File: src/rtl/seq_logic_unit_if.sv
// Request/response bundle for the multi-cycle bitwise logic unit.
// Master drives start/op/operands; slave returns busy/done/result/zero.
// No flow control beyond the start/busy/done handshake carried here.
interface seq_logic_unit_if #(
   parameter int WIDTH = 64
);
   logic             start;
   logic [1:0]       op;
   logic [WIDTH-1:0] x;
   logic [WIDTH-1:0] y;
   logic             busy;
   logic             done;
   logic [WIDTH-1:0] result;
   logic             zero;

   modport master (
      output start, op, x, y,
      input  busy, done, result, zero
   );

   modport slave (
      input  start, op, x, y,
      output busy, done, result, zero
   );
endinterface

File: src/rtl/seq_logic_unit.sv
// Multi-cycle AND/OR/XOR/XNOR unit, CHUNK bits per clock, with registered zero flag.
// Latency: done pulses WIDTH/CHUNK edges after the accept edge.
// Backpressure: start is ignored while busy; a start during the done cycle is accepted.
module seq_logic_unit #(
   parameter int WIDTH = 64,
   parameter int CHUNK = 16
) (
   input  logic          clk_i,
   input  logic          rst_i,
   seq_logic_unit_if.slave bus
);

   localparam int N    = WIDTH / CHUNK;
   localparam int IDXW = (N > 1) ? $clog2(N) : 1;
   localparam logic [IDXW-1:0] LAST_IDX = IDXW'(N - 1);

   typedef enum logic {
      IDLE = 1'b0,
      RUN  = 1'b1
   } state_t;

   state_t           state_q,  state_d;
   logic [IDXW-1:0]  idx_q,    idx_d;
   logic [WIDTH-1:0] xa_q,     xa_d;
   logic [WIDTH-1:0] ya_q,     ya_d;
   logic [1:0]       op_q,     op_d;
   logic [WIDTH-1:0] result_q, result_d;
   logic             busy_q,   busy_d;
   logic             done_q,   done_d;
   logic             zero_q,   zero_d;

   // One slice of the selected bitwise operation; no carries cross slices.
   function automatic logic [CHUNK-1:0] slice_op(
      input logic [1:0]       op,
      input logic [CHUNK-1:0] a,
      input logic [CHUNK-1:0] b
   );
      logic [CHUNK-1:0] r;
      case (op)
         2'b00:   r = a & b;
         2'b01:   r = a | b;
         2'b10:   r = a ^ b;
         default: r = ~(a ^ b);
      endcase
      return r;
   endfunction

   // State register; reset discards any operation in flight.
   always_ff @(posedge clk_i) begin
      if (rst_i) begin
         state_q  <= IDLE;
         idx_q    <= '0;
         xa_q     <= '0;
         ya_q     <= '0;
         op_q     <= '0;
         result_q <= '0;
         busy_q   <= 1'b0;
         done_q   <= 1'b0;
         zero_q   <= 1'b0;
      end else begin
         state_q  <= state_d;
         idx_q    <= idx_d;
         xa_q     <= xa_d;
         ya_q     <= ya_d;
         op_q     <= op_d;
         result_q <= result_d;
         busy_q   <= busy_d;
         done_q   <= done_d;
         zero_q   <= zero_d;
      end
   end

   // Next state: accept in IDLE, then fill one result slice per cycle in RUN.
   always_comb begin
      state_d  = state_q;
      idx_d    = idx_q;
      xa_d     = xa_q;
      ya_d     = ya_q;
      op_d     = op_q;
      result_d = result_q;
      busy_d   = busy_q;
      done_d   = 1'b0;
      zero_d   = zero_q;

      case (state_q)
         IDLE: begin
            if (bus.start) begin
               xa_d     = bus.x;
               ya_d     = bus.y;
               op_d     = bus.op;
               result_d = '0;
               idx_d    = '0;
               busy_d   = 1'b1;
               state_d  = RUN;
            end
         end
         RUN: begin
            result_d[idx_q*CHUNK +: CHUNK] = slice_op(op_q,
                                                      xa_q[idx_q*CHUNK +: CHUNK],
                                                      ya_q[idx_q*CHUNK +: CHUNK]);
            if (idx_q == LAST_IDX) begin
               // zero is taken from the completed word, including this final slice.
               busy_d  = 1'b0;
               done_d  = 1'b1;
               zero_d  = (result_d == '0);
               idx_d   = '0;
               state_d = IDLE;
            end else begin
               idx_d = idx_q + 1'b1;
            end
         end
         default: state_d = IDLE;
      endcase
   end

   assign bus.busy   = busy_q;
   assign bus.done   = done_q;
   assign bus.result = result_q;
   assign bus.zero   = zero_q;

endmodule

File: src/flat_wrapper.sv
// flat-port wrapper written by rule: the top's interface ports become plain ports
module seq_logic_unit_flat 
#(
   parameter int WIDTH = 64,
   parameter int CHUNK = 16
)
  (clk_i, rst_i, bus_start, bus_op, bus_x, bus_y, bus_busy, bus_done, bus_result, bus_zero);
  seq_logic_unit_if #(.WIDTH(WIDTH)) bus_i ();
  input  logic clk_i;
  input  logic rst_i;
  input wire logic [$bits(bus_i.start)-1:0] bus_start;
  input wire logic [$bits(bus_i.op)-1:0] bus_op;
  input wire logic [$bits(bus_i.x)-1:0] bus_x;
  input wire logic [$bits(bus_i.y)-1:0] bus_y;
  output wire logic [$bits(bus_i.busy)-1:0] bus_busy;
  output wire logic [$bits(bus_i.done)-1:0] bus_done;
  output wire logic [$bits(bus_i.result)-1:0] bus_result;
  output wire logic [$bits(bus_i.zero)-1:0] bus_zero;
  assign bus_i.start = bus_start;
  assign bus_i.op = bus_op;
  assign bus_i.x = bus_x;
  assign bus_i.y = bus_y;
  assign bus_busy = bus_i.busy;
  assign bus_done = bus_i.done;
  assign bus_result = bus_i.result;
  assign bus_zero = bus_i.zero;
  seq_logic_unit #(.WIDTH(WIDTH), .CHUNK(CHUNK)) u_core (.clk_i(clk_i), .rst_i(rst_i), .bus(bus_i));
endmodule
File: config.mk
export PLATFORM = sky130hd
export DESIGN_NAME = seq_logic_unit_flat
export DESIGN_NICKNAME = d
export VERILOG_FILES = /design/src/rtl/seq_logic_unit_if.sv /design/src/rtl/seq_logic_unit.sv /design/src/flat_wrapper.sv
export SDC_FILE = /design/constraint.sdc
export NUM_CORES = 1
export LEC_CHECK = 0
export BUFFER_PORTS_ARGS = -buffer_cell sky130_fd_sc_hd__buf_2
export CORE_MARGIN = 5
export CORE_UTILIZATION = 54
export DETAILED_ROUTE_END_ITERATION = 8
export GPL_TIMING_DRIVEN = 1
export MAX_ROUTING_LAYER = met4
export PLACE_DENSITY_LB_ADDON = 0.25
export SKIP_CTS_REPAIR_TIMING = 1
export SYNTH_ARGS = -nofsm -noshare
export SYNTH_HDL_FRONTEND = slang
export SYNTH_SLANG_ARGS = --single-unit
export TNS_END_PERCENT = 20
File: constraint.sdc
create_clock -name clk_i -period 4.8 [get_ports clk_i]
set_input_delay 0.72 -clock clk_i [delete_from_list [all_inputs] [get_ports clk_i]]
set_output_delay 0.72 -clock clk_i [all_outputs]
set_load 0.05 [all_outputs]
# [After elaboration in Yosys (flattened, before gate mapping)]
# Cells that the tools add are included.
[totals] input_bits=133 out_inout_bits=67 word_cells=46 reg_bits=200
[classes] bitwise=5 n_shift=4 reduce_logical=6 mux=15 add_sub_neg=2 eq_ne=5
[ops] op="one-hot mux 64 bit (2 select lines)" n=1
[ops] op="indexed part select 64 x 7 -> 16 bit" n=2
[ops] op="bitwise mux 64 bit" n=1
[ops] op="zero test 64 bit" n=1
[ops] op="two-way mux 64 bit" n=1
[ops] op="variable shift 16 x 34 -> 64 bit (first input constant)" n=1
[ops] op="indexed part select 16 x 34 -> 64 bit" n=1
[ops] op="one-hot mux 16 bit (3 select lines)" n=1
[ops] op="negation 6 -> 34 bit" n=1
[ops] op="AND 16 bit" n=1
[ops] op="two-way mux 16 bit" n=1
[ops] op="NOT 16 bit" n=1
[ops] op="bitwise OR 16 bit" n=1
[ops] op="bitwise XOR 16 bit" n=1
[ops] op="AND reduction 2 bit" n=3
[ops] op="two-way mux 1 bit" n=5
[ops] op="equality test 2 bit (second input constant)" n=2
[ops] op="two-way mux 2 bit" n=2
[ops] op="!= test 2 bit (second input constant)" n=2
[ops] op="one-hot mux 1 bit (2 select lines)" n=2
[ops] op="one-hot mux 2 bit (2 select lines)" n=1
[ops] op="adder 2 x 1 -> 2 bit (second input constant)" n=1
[ops] op="equality test 2 x 1 -> 1 bit (second input constant)" n=1
[ops] op="zero test 2 bit" n=1
[ops] op="2 further kinds" n=2

# [Longest topological paths before layout]
# Gate-level depths: netlist (run 1).
[logic_depth] ltp_word=8 ltp_mapped=13 ltp_nobuf=10

# [Worst setup path after synthesis (run 1)]
# Ideal clock, no wire load.
[synth_timing] kind="register to register" startpoint="register u_core.idx_q[1]" endpoint="register u_core.zero_q, in the netlist u_core.bus.zero" n_path_buf=2 setup_ps=87 path_slack_ps=1137 synth_period_minus_slack_ps=3663 required_time_ps=4713 t_arrival_ps=3575 stages_incl_launch_ff=13 cell_sequence="dfxtp_1 -> clkbuf_1 -> buf_1 -> mux4_2 -> inv_1 -> ha_1 -> xor2_1 -> nand2_1 -> o21ai_1 -> nor4_4 -> a31oi_1 -> or4_1 -> o31ai_1"
[synth_between] elab_chain_len=8 word_cells_on_any_way=15 cone_classes="add/sub (1); eq/ne (1); shift (4); mux (3); bitwise (4); reduce/logical (2)"
[synth_lines] item="start, declared" line="seq_logic_unit.sv:23" source="logic [IDXW-1:0] idx_q, idx_d;"
[synth_lines] item="start signal, assigned" line="seq_logic_unit.sv:62" source="idx_q <= idx_d;"
[synth_lines] item="indexed part select 64 x 7 -> 16 bit, on equally long branches" line="seq_logic_unit.sv:99, seq_logic_unit.sv:100"
[synth_lines] item="bitwise XOR 16 bit" line="seq_logic_unit.sv:42, seq_logic_unit.sv:43"
[synth_lines] item="NOT 16 bit" line="seq_logic_unit.sv:43" source="default: r = ~(a ^ b);"
[synth_lines] item="one-hot mux 16 bit (3 select lines)" line="seq_logic_unit.sv:39" source="case (op)"
[synth_lines] item="two-way mux 16 bit" line="seq_logic_unit.sv:85" source="case (state_q)"
[synth_lines] item="indexed part select 16 x 34 -> 64 bit" line="seq_logic_unit.sv:98" source="result_d[idx_q*CHUNK +: CHUNK] = slice_op(op_q,"
[synth_lines] item="bitwise mux 64 bit" line="seq_logic_unit.sv:98"
[synth_lines] item="zero test 64 bit" line="seq_logic_unit.sv:105" source="zero_d = (result_d == '0);"
[synth_lines] item="end signal, assigned" line="seq_logic_unit.sv:69" source="zero_q <= zero_d;"
[synth_lines] item="end, declared" line="seq_logic_unit.sv:30" source="logic zero_q, zero_d;"
# Several ways; a longest one is shown, not always the timed one. The select of a mux whose other input is x is not followed.
# A chain may end at the register's enable or synchronous reset.

# [Worst setup path in the final report (run 1)]
[layout_timing] startpoint="register u_core.idx_q[0]" endpoint="register u_core.zero_q, in the netlist u_core.bus.zero"
# Same word-level chain as after synthesis.

==> results of run 1 <==
==> per-layer routing <==
metal  vias up  wire length [um]  track usage, %
met5         -                 0               -
li1       3971                 -               -
met3        36              1770            4.36
met1      3773             11300            36.5
met2       350             11900            40.7
met4         0               410            7.78
==> sequential cells by signal (all words and copies together) (netlist names) <==
signal and flops:
u_core.idx_q 2, u_core.ya_q 64, u_core.state_q 1, u_core.bus.zero 1, u_core.bus.result 64, u_core.bus.done 1
u_core.xa_q 64, u_core.op_q 2, u_core.bus.busy 1
==> Yosys cell counts, drive strengths merged <==
library cell    n  share of area [%]
nand2         289                 12
dfxtp         200                 44
a21oi         146                8.1
nor2           88                3.7
clkbuf         63                2.6
a22oi          61                5.1
ha             38                5.3
inv            36                1.5
mux4           32                8.0
o21ai          19                1.2
nor4           15                1.3
buf            13                1.0
xor2           12                1.2
nor2b          11               0.76
nor3           11               0.72
a31oi           7               0.48
nand3           4               0.22
xnor2           4               0.39
a211o           3               0.29
a41oi           3               0.29
o2111ai         3               0.43
a2111oi         2               0.19
o221ai          2               0.19
o31ai           2               0.17
a21o            1              0.083
and2            1              0.069
and3            1              0.069
and4            1              0.097
clkinv          1              0.041
nand2b          1              0.069
nand3b          1              0.083
nand4           1              0.069
o21bai          1              0.083
or3             1              0.069
or4             1              0.083
==> stage by stage <==
step | total power [W] | hold WS (ps)
2_1_floorplan | 0.00217 | 433
3_3_place_gp | 0.00234 | 440
3_5_place_dp | 0.00235 | 444
4_1_cts | 0.00373 | 453
5_1_grt | 0.00386 | 470
6_report | 0.00372 | 456
==> worst max-delay path by stage <==
stage | end
floorplan | u_core.bus.zero
global placement | u_core.bus.zero
detailed placement | u_core.bus.zero
CTS | u_core.bus.zero
global route | u_core.bus.zero
finish | u_core.bus.zero
==> worst max-delay path, delay by kind of cell (launching register included) <==
kind            cells  cell delay (ps)
flops               1              780
xor+xnor            1              140
simple gates        3              940
mux                 1              560
fa+ha+maj           1              230
compound gates      3              490
buf+inv             2              470
==> where the power goes <==
part / leakage, nW / internal (W) / switching, W
Combinational: 2.57 / 0.000197 / 0.000315
Sequential: 1.63 / 0.00173 / 0.0000687
Clock: 0.279 / 0.000767 / 0.000644
==> logic make-up after synthesis <==
group | count (synthesis)
multiplexers | 32
buffers and inverters | 113
flip-flops | 200
AND/OR/NAND/NOR | 426
AO/OA/AOI/OAI | 250
adder cells (fa/ha/maj) | 38
XOR/XNOR | 16
==> final cells by class <==
type | count | area [um2]
Multi-Input combinational cell | 762 | 4590
Clock inverter | 11 | 113
Fill cell | 1424 | 5860
Sequential cell | 200 | 4010
Inverter | 37 | 139
Timing Repair Buffer | 208 | 1070
Tap cell | 220 | 275
Clock buffer | 21 | 470
==> out/metrics.cfg, run 1 <==
[timing]
finalClockSkew_ps=6.98
period_share_pct=77.1
fin_setup_tns_ps=0
setup_viol=0
rsz0062_at_grt=false
worst_slew_pin_slew_ps=1190
hold_viol=0
slew_violations=0
fmax_ghz=0.270
setup_ws_ps=1100
slew-limit-headroom_pct=20.3
final.min_clock_period_ps=3700

[finish]
final_cell_mix=287 x nand2_1, 198 x buf_2, 197 x dfxtp_1, 146 x a21oi_1, 87 x nor2_1
final_cells=1459
fin_util_pct=64.5
final_nets=1397
areaGrowthSynthToFinish_pct=17.9
stdcell_area_mm2=0.0107
final_common_cell=nand2_1
antenna_cells=0
drive_gt1_share_pct=23.1

[synthesis]
synth.distinct_cells=46
synthMuxAreaShare_pct=7.97
synth_area_mm2=0.00904
synth-xor-area-share_pct=1.55
synth_compound_area_share_pct=16.5
synth_seq_area_share_pct=44.3
syn_inst=1075
synth-simple-area-share_pct=19.3
synth_seq_cells=200
syn-num-nets=1246
yosys_warnings=0
yosys.area_share.adder_pct=5.26
synth_top_family_by_area=simple AND/OR/NAND/NOR gates
syn_area_per_cell_um2=8.41

[placement]
dp_hpwl_um=18500
dpl_worst_slack_ps=1110
dpl-instance-area_mm2=0.0101
dp_cells=1427
io_buffers=199
globalplace.congestion=0.910

[floorplan]
rows=47
fp.coreArea_mm2=0.0165
dieArea_mm2=0.0194
start_util_pct=54.7
die_w_um=139
io_pins=200
die_h_um=139

[critical_path]
reg2regPathDepth=11
arrival_ps=4050
cp_max_fo=24
critPathCaptureType=register
crit_path_top_delay_cell=dfxtp_2
reg2reg_slack_ps=1100
cp_slowest_stage_delay_ps=780
crit_chain=buf_4 > mux4_2 > inv_1 > ha_1 > xor2_1 > nand2_1 > o21ai_2 > nor4_4 > a31oi_1 > or4_1 > o31ai_1
critPathLaunchType=register
rr_endpoint=u_core.bus.zero
required_ps=5160
reg2reg_from=u_core.idx_q[0]
critPathKind=register to register
cp-startpoint=u_core.idx_q[0]

[drt]
wl_um=25400
first_iter_violations=765
via_count=8130
drc=0
drtAntennaViolNets=0
vias_per_cell=5.57
dr.pass1.iters=6
wl_per_cell_um=17.4

[global_routing]
gr-total-overflow=0
grt_pass1_wl_um=40500
grt_util_all_layers_pct=26.5
grt_max_degree=124
antenna_found_initial=0
grt_pass1_vias=7580

[power_and_ir_drop]
ir_drop_mv=0.265
p_per_area_mw_per_mm2=349
p_leak_nw=4.48

[status]
outcome=complete, no violations

[cts]
cts_max_level=4
cts_buffers=17
cts.sinks=200
clock_latency_ps=440
root_buffer=clkbuf_16
cts_buffer_depth=2
cts_tree=yes
path_clk_slew_ps=70

[worst_hold_path]
worstHoldEndpoint=u_core.ya_q[46]
min_path_cells=2
min-delay-start=u_core.ya_q[46]
hold_class=register to register

[job]
max_cap_violations=0

(Power assumes the default switching activity.)
==> inputs of run 2 (changes only) <==
--- a/config.mk
+++ b/config.mk
@@ -7,7 +7,7 @@
 export LEC_CHECK = 0
 export BUFFER_PORTS_ARGS = -buffer_cell sky130_fd_sc_hd__buf_2
 export CORE_MARGIN = 5
-export CORE_UTILIZATION = 54
+export CORE_UTILIZATION = 49
 export DETAILED_ROUTE_END_ITERATION = 8
 export GPL_TIMING_DRIVEN = 1
 export MAX_ROUTING_LAYER = met4
==> constraint.sdc (replaced) <==
create_clock -name clk_i -period 3.3 [get_ports clk_i]
set_input_delay 0.495 -clock clk_i [delete_from_list [all_inputs] [get_ports clk_i]]
set_output_delay 0.495 -clock clk_i [all_outputs]
set_load 0.05 [all_outputs]
==> out/metrics.cfg, run 2 (synthesized netlist as in run 1, its figures left out) <==
[status]
outcome=complete, no violations

[floorplan]
fp.coreArea_mm2=0.0181
die_w_um=146
dieArea_mm2=0.0213
start_util_pct=50.0
rows=49
die_h_um=146
io_pins=200

[critical_path]
critPathLaunchType=register
cp_max_fo=14
critPathKind=register to register
required_ps=3650
critPathCaptureType=register
arrival_ps=3440

[cts]
cts_buffer_depth=2
path_clk_slew_ps=80
cts.sinks=200
cts_tree=yes
cts_max_level=4
root_buffer=clkbuf_16
clock_latency_ps=440
cts_buffers=17

[drt]
drtAntennaViolNets=0
dr.pass1.iters=5
wl_per_cell_um=17.6
vias_per_cell=5.50
drc=0
wl_um=26400
via_count=8241
first_iter_violations=599

[power_and_ir_drop]
p_leak_nw=4.68
p_per_area_mw_per_mm2=501
ir_drop_mv=0.377

[global_routing]
gr-total-overflow=0
grt_max_degree=132
grt_pass1_vias=7883
grt_pass1_wl_um=41300
grt_util_all_layers_pct=25.0
antenna_found_initial=1

[timing]
period_share_pct=93.5
setup_viol=0
worst_slew_pin_slew_ps=1170
slew-limit-headroom_pct=20.9
hold_viol=0
hold_ws_ps=293
final.min_clock_period_ps=3090
fin_setup_tns_ps=0
fmax_ghz=0.324
finalClockSkew_ps=10.0
rsz0062_at_grt=false
slew_violations=0

[finish]
final_common_cell=nand2_1
final_cell_mix=287 x nand2_1, 198 x buf_2, 197 x dfxtp_1, 146 x a21oi_1, 87 x nor2_1
final_cells=1499
antenna_cells=0
final_nets=1428
areaGrowthSynthToFinish_pct=21.5
n_fill_cell=1632
drive_gt1_share_pct=25.0
stdcell_area_mm2=0.0110

[placement]
dp_cells=1465
globalplace.congestion=0.982
io_buffers=199
dp_hpwl_um=19100
dpl-instance-area_mm2=0.0104

[worst_hold_path]
hold_class=input port to register

[job]
max_cap_violations=0

[run 2: changes by cell type in the layout (fill, tap and decap cells not counted), sizes merged]
| cell | before | now |
|---|---|---|
| clkbuf | 21 | 20 |
| clkinvlp | 3 | 1 |
| clkinv | 4 | 5 |
| buf | 208 | 238 |
| inv | 40 | 43 |
[run 2: critical path, stage by stage, from the launching register on]
cell       delay [ps]
dfxtp_4           390
buf_12            160
mux4_2            550
inv_1              80
ha_1              230
xor2_1            140
nand2_1           140
o2111ai_2         140
nor4_2            290
a31oi_1           120
or4_1             540
o31ai_1           200
[run 2: report_power, final]
group	total (W)	switching [W]	internal, W
logic	0.000836	0.000501	0.000335
registers	0.00259	0.0000776	0.00252
clock network	0.00207	0.000970	0.00110
total	0.00551	0.00155	0.00396
[run 2: worst paths after layout]
check	start	end	slack [ps]	depth (start not counted)
worst max-delay path	u_core.idx_q[1]	u_core.bus.zero	210	11
worst min-delay path	bus_y[46]	u_core.ya_q[46]	290	3
worst max register to register	u_core.idx_q[1]	u_core.bus.zero	210	11
worst min register to register	u_core.ya_q[18]	u_core.ya_q[18]	460	2
[run 2: per-stage QoR]
step	utilization (%)	setup WS [ps]	total power [W]
floorplan	-	15.4	0.00316
global placement	57.3	138	0.00346
detailed placement	57.3	106	0.00347
CTS	60.5	94.5	0.00552
global route	60.7	5.03	0.00574
finish	60.7	214	0.00551
[run 2: final cells by class]
cell class                 instances  area, um2  area share (%)
multi-input combinational        762       4590            41.8
sequential                       200       4010            36.5
timing repair buffer             239       1370            12.5
clock buffer                      19        453            4.12
tap                              229        287            2.61
inverter                          37        139            1.26
clock inverter                    13        131            1.20
[run 2: per-layer routing]
layer | vias up | global-route usage [%] | wire, um
met5 | - | - | 0
met4 | 0 | 8.55 | 670
met3 | 44 | 4.48 | 1600
met2 | 280 | 38.9 | 12400
met1 | 3875 | 32.9 | 11800
li1 | 4042 | - | -
==> inputs of run 3 (changes only) <==
--- a/config.mk
+++ b/config.mk
@@ -5,10 +5,11 @@
 export SDC_FILE = /design/constraint.sdc
 export NUM_CORES = 1
 export LEC_CHECK = 0
-export BUFFER_PORTS_ARGS = -buffer_cell sky130_fd_sc_hd__buf_2
 export CORE_MARGIN = 5
-export CORE_UTILIZATION = 49
+export CORE_UTILIZATION = 55
+export CTS_BUF_LIST = sky130_fd_sc_hd__clkbuf_8
 export DETAILED_ROUTE_END_ITERATION = 8
+export DONT_BUFFER_PORTS = 1
 export GPL_TIMING_DRIVEN = 1
 export MAX_ROUTING_LAYER = met4
 export PLACE_DENSITY_LB_ADDON = 0.25
==> out/metrics.cfg, run 3 (synthesized netlist as in run 1, its figures left out) <==
[power_and_ir_drop]
p_leak_nw=3.69
combPwrFrac_pct=14.1
p_per_area_mw_per_mm2=498
ir_drop_mv=0.309
power.switching_w=0.00141
power_w=0.00487
p_sw_share_pct=29.1
clockPowerShare_pct=32.2
pwr-share-seq_pct=53.7
p_int_w=0.00345

[timing]
slew_violations=0
fmax_ghz=0.317
setup_viol=0
slew-limit-headroom_pct=26.8
hold_viol=0
final.min_clock_period_ps=3150
hold_ws_ps=73.4
rsz0062_at_grt=false
worst_slew_pin_slew_ps=1090
period_share_pct=95.5
finalClockSkew_ps=15.5
fin_setup_tns_ps=0

[floorplan]
start_util_pct=56.5
die_h_um=138
dieArea_mm2=0.0191
rows=46
die_w_um=138
io_pins=200
fp.coreArea_mm2=0.0160

[cts]
clock_latency_ps=480
cts_buffers=17
cts.sinks=200
cts_buffer_depth=2
cts_max_level=4
path_clk_slew_ps=110
root_buffer=clkbuf_8
cts_tree=yes

[finish]
final_cells=1287
antenna_cells=0
final_nets=1229
drive_gt1_share_pct=11.3
stdcell_area_mm2=0.00978
final_cell_mix=287 x nand2_1, 197 x dfxtp_1, 146 x a21oi_1, 87 x nor2_1, 61 x a22oi_1
areaGrowthSynthToFinish_pct=8.15
n_fill_cell=1470
final_common_cell=nand2_1

[placement]
io_buffers=0
dp_hpwl_um=17500
dpl-instance-area_mm2=0.00931
dp_cells=1249
globalplace.congestion=0.941

[critical_path]
arrival_ps=3540
reg2reg_from=u_core.idx_q[0]
reg2regPathDepth=11
critPathCaptureType=register
rr_endpoint=u_core.bus.zero
cp_max_fo=16
reg2reg_slack_ps=150
critPathKind=register to register
required_ps=3690
critPathLaunchType=register

[global_routing]
antenna_found_initial=0
grt_pass1_vias=6969
grt_pass1_wl_um=37400
grt_max_degree=202
gr-total-overflow=0
grt_util_all_layers_pct=25.2

[drt]
wl_um=24100
drc=0
wl_per_cell_um=18.7
dr.pass1.iters=5
via_count=7469
drtAntennaViolNets=0
vias_per_cell=5.80
first_iter_violations=695

[status]
outcome=complete, no violations

[worst_hold_path]
hold_class=input port to register
min-delay-start=rst_i
worstHoldEndpoint=u_core.bus.result[8]
min_path_cells=1

[job]
max_cap_violations=0

[run 3: cell count changes in the layout (fill, tap and decap cells not counted), sizes merged]
cell	previous run	this run
inv	43	41
clkinvlp	1	2
buf	238	40
clkbuf	20	19
clkinv	5	6
[run 3: critical path, stage by stage (launching register included)]
cell and delay (ps):
dfxtp_4 400, buf_12 170, mux4_2 580, inv_1 80, ha_1 230, xor2_1 140
nand2_1 100, o2111ai_2 170, nor4_2 310, a31oi_1 130, or4_1 530, o31ai_1 240
[run 3: worst max path at each step]
stage / depth (start not counted) / endpoint / startpoint / slack [ps]
2_1_floorplan: 13 / u_core.bus.zero / u_core.idx_q[0] / 20
3_3_place_gp: 11 / u_core.bus.zero / u_core.idx_q[1] / 120
3_5_place_dp: 11 / u_core.bus.zero / u_core.idx_q[1] / 70
4_1_cts: 11 / u_core.bus.zero / u_core.idx_q[1] / 50
5_1_grt: 11 / u_core.bus.zero / u_core.idx_q[1] / 5
6_report: 11 / u_core.bus.zero / u_core.idx_q[0] / 150
[run 3: final cells by class]
| cell class | instances | area [um2] | area share [%] |
|---|---|---|---|
| Tap cell | 216 | 270 | 2.76 |
| Timing Repair Buffer | 40 | 358 | 3.66 |
| Clock buffer | 19 | 262 | 2.67 |
| Clock inverter | 13 | 136 | 1.39 |
| Multi-Input combinational cell | 762 | 4600 | 47.1 |
| Sequential cell | 200 | 4010 | 41.0 |
| Inverter | 37 | 139 | 1.42 |
[run 3: layer usage]
layer  global-route usage (%)  wire length, um  up-vias
met5                        -                0        -
met3                     6.03             1730       43
met2                     37.7            11200      279
met1                     33.4            10500     3526
li1                         -                -     3621
met4                     9.26              709        0
[run 3: per-stage QoR]
stage	util [%]	worst slack, ps
global placement	58.2	124
CTS	60.7	45.8
floorplan	-	15.4
global route	61.1	5.06
finish	61.1	150
detailed placement	58.2	66.5
[run 3: power by group through the flow]
stage,Clock [W],Combinational (W),Sequential [W]
final,0.00157,0.000687,0.00261
after global placement,0,0.000660,0.00266
after global routing,0.00170,0.000761,0.00262
after CTS,0.00159,0.000673,0.00261
after floorplan,0,0.000531,0.00263
after detailed placement,0,0.000672,0.00267
